### src/rtl/bytebasher_pkg.sv
// Shared types and constants for the whack-a-mole round controller and its window timer.
// Latency: n/a; backpressure: n/a.
package bytebasher_pkg;

   typedef enum logic [2:0] {
      ST_IDLE   = 3'd0,
      ST_ARM    = 3'd1,
      ST_SAMPLE = 3'd2,
      ST_SHOW   = 3'd3,
      ST_HIT    = 3'd4,
      ST_MISS   = 3'd5,
      ST_GAP    = 3'd6,
      ST_OVER   = 3'd7
   } state_t;

   typedef enum logic [2:0] {
      BOX_NONE = 3'd0,
      BOX1     = 3'd1,
      BOX2     = 3'd2,
      BOX3     = 3'd3,
      BOX4     = 3'd4,
      BOX5     = 3'd5
   } box_e;

   localparam int SCORE_W = 8;
   localparam int MISS_W  = 4;
   localparam int ROUND_W = 8;
   localparam int TICK_W  = 4;
   localparam int RETRY_W = 4;

   function automatic logic [SCORE_W-1:0] sat_inc(input logic [SCORE_W-1:0] v);
      return (v == {SCORE_W{1'b1}}) ? v : v + 1'b1;
   endfunction

endpackage

### src/rtl/tick_window_timer.sv
// Load/decrement-on-tick window counter; o_done flags the tick that takes it from 1 to 0.
// Latency: o_done is combinational on i_tick; no backpressure.
module tick_window_timer
   import bytebasher_pkg::*;
(
   input  logic              i_clk,
   input  logic              i_rst_n,
   input  logic              i_tick,
   input  logic              i_load,
   input  logic [TICK_W-1:0] i_load_val,
   output logic              o_done
);

   logic [TICK_W-1:0] r_cnt;

   always_ff @(posedge i_clk or negedge i_rst_n) begin
      if (!i_rst_n) begin
         r_cnt <= '0;
      end else if (i_load) begin
         r_cnt <= i_load_val;
      end else if (i_tick && (r_cnt != '0)) begin
         r_cnt <= r_cnt - 1'b1;
      end
   end

   assign o_done = i_tick && (r_cnt == TICK_W'(1));

endmodule

### src/rtl/mole_round_controller.sv
// Whack-a-mole round sequencer: draws a box via the LFSR, shows it for a tick window, scores hits/misses.
// Latency: start to flash_en 3 cycles (+2 per re-draw); no backpressure. MOLE_SPEEDUP_EN shrinks the window.
module mole_round_controller
   import bytebasher_pkg::*;
#(
   parameter int ROUNDS         = 20,
   parameter int MAX_MISSES     = 3,
   parameter int SHOW_TICKS     = 3,
   parameter int GAP_TICKS      = 1,
   parameter int RETRY_MAX      = 3,
   parameter int MIN_SHOW_TICKS = 1
)(
   input  logic               CLOCK_50,
   input  logic               resetn,
   input  logic               tick,
   input  logic               start,
   input  logic [2:0]         box_sel,
   input  logic               hit_valid,
   input  logic [2:0]         hit_box,
   output logic               lfsr_step,
   output logic [2:0]         active_box,
   output logic               flash_en,
   output logic               hit_flag,
   output logic               miss_flag,
   output logic [SCORE_W-1:0] score,
   output logic [MISS_W-1:0]  misses,
   output logic [ROUND_W-1:0] round_count,
   output logic               game_over
);

   localparam logic [TICK_W-1:0]  LP_SHOW       = TICK_W'(SHOW_TICKS);
   localparam logic [TICK_W-1:0]  LP_MIN        = TICK_W'(MIN_SHOW_TICKS);
   localparam logic [TICK_W-1:0]  LP_GAP        = TICK_W'(GAP_TICKS);
   localparam logic [RETRY_W-1:0] LP_RETRY_MAX  = RETRY_W'(RETRY_MAX);
   localparam logic [MISS_W-1:0]  LP_MAX_MISSES = MISS_W'(MAX_MISSES);
   localparam logic [ROUND_W-1:0] LP_ROUNDS     = ROUND_W'(ROUNDS);

   state_t              r_state;
   state_t              w_next;
   logic [2:0]          r_active_box;
   logic [2:0]          r_last_box;
   logic [RETRY_W-1:0]  r_retries;
   logic [SCORE_W-1:0]  r_score;
   logic [MISS_W-1:0]   r_misses;
   logic [ROUND_W-1:0]  r_rounds;
   logic [SCORE_W-1:0]  w_score_inc;
   logic [TICK_W-1:0]   w_show_len;
   logic [TICK_W-1:0]   w_load_val;
   logic                w_load;
   logic                w_done;
   logic                w_redraw;
   logic                w_end;

   assign w_score_inc = sat_inc(r_score);
   assign w_redraw    = (box_sel == r_last_box) && (r_retries < LP_RETRY_MAX);
   assign w_end       = (r_misses == LP_MAX_MISSES) || (r_rounds == LP_ROUNDS);

   tick_window_timer u_timer (
      .i_clk      (CLOCK_50),
      .i_rst_n    (resetn),
      .i_tick     (tick),
      .i_load     (w_load),
      .i_load_val (w_load_val),
      .o_done     (w_done)
   );

   always_ff @(posedge CLOCK_50 or negedge resetn) begin
      if (!resetn) begin
         r_state <= ST_IDLE;
      end else begin
         r_state <= w_next;
      end
   end

   // One timer serves the show window, the feedback hold and the gap; it is reloaded on each entry.
   always_comb begin
      w_next      = r_state;
      w_load      = 1'b0;
      w_load_val  = w_show_len;
      lfsr_step   = 1'b0;
      flash_en    = 1'b0;
      hit_flag    = 1'b0;
      miss_flag   = 1'b0;
      game_over   = 1'b0;
      active_box  = BOX_NONE;
      case (r_state)
         ST_IDLE: begin
            if (start) w_next = ST_ARM;
         end
         ST_ARM: begin
            lfsr_step = 1'b1;
            w_next    = ST_SAMPLE;
         end
         ST_SAMPLE: begin
            if (w_redraw) begin
               w_next = ST_ARM;
            end else begin
               w_next = ST_SHOW;
               w_load = 1'b1;
            end
         end
         ST_SHOW: begin
            flash_en   = 1'b1;
            active_box = r_active_box;
            if (hit_valid) begin
               w_next     = (hit_box == r_active_box) ? ST_HIT : ST_MISS;
               w_load     = 1'b1;
               w_load_val = TICK_W'(1);
            end else if (w_done) begin
               w_next     = ST_MISS;
               w_load     = 1'b1;
               w_load_val = TICK_W'(1);
            end
         end
         ST_HIT, ST_MISS: begin
            hit_flag   = (r_state == ST_HIT);
            miss_flag  = (r_state == ST_MISS);
            active_box = r_active_box;
            if (w_done) begin
               if (w_end) begin
                  w_next = ST_OVER;
               end else begin
                  w_next     = ST_GAP;
                  w_load     = 1'b1;
                  w_load_val = LP_GAP;
               end
            end
         end
         ST_GAP: begin
            if (w_done) w_next = ST_ARM;
         end
         ST_OVER: begin
            game_over = 1'b1;
            if (start) w_next = ST_ARM;
         end
         default: w_next = ST_IDLE;
      endcase
   end

   always_ff @(posedge CLOCK_50 or negedge resetn) begin
      if (!resetn) begin
         r_active_box <= BOX_NONE;
         r_last_box   <= BOX_NONE;
         r_retries    <= '0;
         r_score      <= '0;
         r_misses     <= '0;
         r_rounds     <= '0;
      end else begin
         case (r_state)
            ST_SAMPLE: begin
               if (w_redraw) begin
                  r_retries <= r_retries + 1'b1;
               end else begin
                  r_active_box <= box_sel;
                  r_last_box   <= box_sel;
                  r_retries    <= '0;
               end
            end
            ST_SHOW: begin
               if (w_next == ST_HIT) begin
                  r_score  <= w_score_inc;
                  r_rounds <= r_rounds + 1'b1;
               end else if (w_next == ST_MISS) begin
                  r_misses <= r_misses + 1'b1;
                  r_rounds <= r_rounds + 1'b1;
               end
            end
            ST_OVER: begin
               if (start) begin
                  r_score    <= '0;
                  r_misses   <= '0;
                  r_rounds   <= '0;
                  r_last_box <= BOX_NONE;
               end
            end
            default: ;
         endcase
      end
   end

`ifdef MOLE_SPEEDUP_EN
   logic [TICK_W-1:0] r_show_len;

   // Every 4th correct hit trims the window by one tick, floored at LP_MIN; the next SHOW picks it up.
   always_ff @(posedge CLOCK_50 or negedge resetn) begin
      if (!resetn) begin
         r_show_len <= LP_SHOW;
      end else if ((r_state == ST_OVER) && start) begin
         r_show_len <= LP_SHOW;
      end else if ((r_state == ST_SHOW) && (w_next == ST_HIT) &&
                   (w_score_inc[1:0] == 2'b00) && (r_show_len > LP_MIN)) begin
         r_show_len <= r_show_len - 1'b1;
      end
   end

   assign w_show_len = r_show_len;
`else
   assign w_show_len = (LP_SHOW > LP_MIN) ? LP_SHOW : LP_MIN;
`endif

   assign score       = r_score;
   assign misses      = r_misses;
   assign round_count = r_rounds;

endmodule

### config.mk
export PLATFORM = sky130hd
export DESIGN_NAME = mole_round_controller
export DESIGN_NICKNAME = d
export VERILOG_FILES = /design/src/rtl/bytebasher_pkg.sv /design/src/rtl/tick_window_timer.sv /design/src/rtl/mole_round_controller.sv
export SDC_FILE = /design/constraint.sdc
export NUM_CORES = 1
export LEC_CHECK = 0
export CORE_MARGIN = 5
export CORE_UTILIZATION = 45
export CTS_CLUSTER_DIAMETER = 150
export CTS_CLUSTER_SIZE = 16
export DETAILED_ROUTE_END_ITERATION = 7
export GPL_ROUTABILITY_DRIVEN = 1
export HOLD_SLACK_MARGIN = 0.05
export PLACE_DENSITY_LB_ADDON = 0.15
export SLEW_MARGIN = 30
export SYNTH_ARGS = -nofsm -noshare
export SYNTH_HDL_FRONTEND = slang
export SYNTH_SLANG_ARGS = --single-unit
### constraint.sdc
create_clock -name CLOCK_50 -period 2.15 [get_ports CLOCK_50]
set_input_delay 0.215 -clock CLOCK_50 [delete_from_list [all_inputs] [get_ports CLOCK_50]]
set_output_delay 0.215 -clock CLOCK_50 [all_outputs]
set_load 0.03 [all_outputs]
==> reports/qor.yml <==
core_area_um2: 4440
p_seq_share_pct: 34.2
final_area_um2: 2710
hold_viol_final: 0
crit_type: "register to primary output"
dpl.cell_count: 312
vias: 1776
yosysTopAreaCellShare_pct: 44.0
syn2layout_area_growth_pct: 28.7
placed_area_um2: 2580
route.detailed.drc: 0
die_w_um: 78.4
crit_fanout: 9
grt_pass1_vias: 1756
sw_frac_of_total_pct: 42.2
cp.required_ps: 1930
async_reset_ff_share_pct: 100
ir_drop_mv: 0.580
hpwl_um: 3520
grt_use_total_pct: 17.3
initial_core_util_pct: 47.4
antenna_left: 0
die_area_um2: 6140
synth_nets: 240
final_max_slew_viol_count: 0
clk_latency_ps: 290
synth-seq-cells: 37
start_kind: "register"
boundaryPins: 39
cts_setup_buffers: 0
dr.pass1.iters: 4
synth_edf_count: 0
drive_above_1_share_pct: 9.67
cts-buffers-inserted: 5
fin_crit_sh_pct: 92.9
min_path_type: "register to register"
cts_max_level: 2
p_per_area_nw_per_um2: 1280
port_buffers: 38
grt_max_degree: 38
cts_tree: "yes"
rsz0062_at_grt: "false"
multiInputGateArea_um2: 1110
cp_slowest_cell: "clkdlybuf4s50_1"
viasPerCell: 5.53
cts_root_buffer: "clkbuf_8"
p_int_mw: 2.01
die_h_um: 78.4
power_switching_mw: 1.47
ys_types: 49
synth.area.top_cells: "dfrtp_1 (44%), ha_1 (4.8%), nand2_1 (4.6%), nor2_1 (3.6%), xnor2_1 (3.3%)"
yosysSeqAreaShare_pct: 44.0
pwr-share-clk_pct: 18.3
synth.cell_area_um2: 2100
clockBufferDepth: 2
cts.sinks: 37
fin_setup_tns_ps: 0
finalSetupViolations: 0
slew-limit-headroom_pct: 44.8
wirelength_um: 4940
antenna_cells: 0
seqCellArea_um2: 926
max_stage_delay_ps: 670
status: "finished, final reports clean"
ys.flop_type: "dfrtp_1"
syn_area_per_cell_um2: 9.52
placementRows: 24
worst_pin_slew_ps: 828
num-fill-cells: 407
yosysTopAreaCell: "dfrtp_1"
place_congestion: 0.859
grt_overflow: 0
worstPathArrival_ps: 1780
clock_skew_ps: 6.01
antenna_found_initial: 0
fin_cells: 321
pwr-share-comb_pct: 47.5
finalCriticalPeriod_ps: 2000
syn_inst: 221
cts.clk_slew.worst_paths_ps: 80
leakagePower_nw: 1.23
fin_nets: 287
drt-initial-drc-count: 111
wl_per_cell_um: 15.4
fmax_mhz: 501
grt_pass1_wl_um: 8510
cp-end-kind: "primary output"
ys_warn_count: 0
path_cells: "buf_4 -> and3_1 -> clkdlybuf4s50_1"
max_cap_violations: 0
[logic make-up (layout without fill, tap and decap cells)]
kind of cell / after synthesis / in the layout / synth area share [%]
buf+inv: 18 / 66 / 3.51
flops: 37 / 37 / 44.0
xor+xnor: 15 / 15 / 6.24
compound gates: 43 / 43 / 14.9
mux: 9 / 9 / 4.52
simple gates: 91 / 91 / 22.1
fa+ha+maj: 8 / 8 / 4.76
[cell usage in the layout (no fill, tap or decap), types with 3 or more instances in the layout]
master	instances
nand2b_1	3
dlygate4sd2_1	4
nand3_1	10
mux2i_1	5
clkbuf_8	6
a22o_1	3
a211oi_1	3
a21oi_1	4
or3_1	4
xor2_1	7
ha_1	8
nand2_1	26
dfrtp_1	37
o21ai_1	5
clkdlybuf4s50_1	31
nor3_1	4
nand4_1	3
xnor2_1	8
and3_1	3
o21ai_0	4
nor2b_1	3
mux2_1	4
buf_4	9
inv_1	7
and2_1	5
inv_2	3
o31ai_1	6
nor2_1	19
a31oi_1	3
[sequential cells by signal (all words and copies together) (netlist names)]
signal	count
u_timer.r_cnt	4
r_state	3
score	8
round_count	8
r_active_box	3
misses	4
r_retries	4
r_last_box	3
[power by group through the flow]
stage | sequential (mW) | combinational [mW] | clock (mW)
4_1_cts | 1.18 | 1.67 | 0.644
2_1_floorplan | 1.28 | 0.989 | 0
6_report | 1.19 | 1.65 | 0.635
5_1_grt | 1.23 | 1.83 | 0.674
3_5_place_dp | 1.19 | 1.68 | 0
3_3_place_gp | 1.19 | 1.66 | 0
[per-layer routing]
metal / GRT usage, % / wire [um] / up-vias
met2: 27.1 / 2230 / 53
met4: 6.64 / 70 / 0
met3: 4.12 / 257 / 8
met1: 23.2 / 2390 / 831
li1: - / - / 884
met5: 0 / 0 / -
[cell type report]
cell class	count	area share, %
Multi-Input combinational cell	166	40.9
Sequential cell	37	34.2
Timing Repair Buffer	48	16.7
Clock buffer	6	3.05
Tap cell	52	2.40
Clock inverter	2	1.39
Inverter	10	1.39
[timing repair]
action / CTS / global route
pin swaps: 0 / 0
hold endpoints to repair: 10 / 0
resized for setup: 4 / 3
endpoints found under the setup margin: 4 / 5
hold buffers: 1 / 0
[path summary, 6_finish.rpt]
path | startpoint | to | slack [ps] | cells past startpoint
hold reg to reg | r_retries[1] | r_retries[1] | 490 | 2
min in group asynchronous | resetn | r_last_box[2] | 560 | 2
setup / recovery | r_state[2] | miss_flag | 150 | 3
setup reg to reg | r_retries[0] | u_timer.r_cnt[0] | 160 | 5
max in group asynchronous | resetn | r_state[0] | 1060 | 2
hold / removal | r_retries[1] | r_retries[1] | 490 | 2
[synthesized netlist by cell type (2+ instances only)]
library cell / n
nand3_1: 10
o21ai_1: 5
and2_1: 5
inv_2: 3
nor2_1: 20
nor2b_1: 3
a22o_1: 3
a21oi_1: 4
ha_1: 8
nor4_2: 2
xnor2_1: 8
nand2b_1: 3
mux2_1: 4
a31oi_1: 3
o31ai_1: 6
inv_1: 7
nand3b_1: 2
mux2i_1: 5
and3_1: 3
or3_1: 4
xor2_1: 7
nand4_1: 3
and4_1: 2
nor3_1: 4
buf_2: 5
dfrtp_1: 37
a211oi_1: 3
o21ai_0: 4
nand2_1: 26
clkbuf_1: 3
[through the flow]
stage | utilization [%] | worst slack (ps) | hold slack [ps] | power (mW)
after floorplan | - | 162 | -80.6 | 2.27
after detailed placement | 58.0 | 91.6 | 365 | 2.87
after global placement | 58.0 | 134 | 365 | 2.85
after global routing | 61.0 | 3.87 | 515 | 3.73
after CTS | 60.8 | 33.5 | 484 | 3.49
final | 61.0 | 153 | 487 | 3.47
[critical path, delay by kind of cell, from the launching register on]
family / cells / cell delay, ps
DFF: 1 / 480
buffers and inverters: 2 / 860
and+or+nand+nor: 1 / 160
Power figures use the tool's default switching activity.
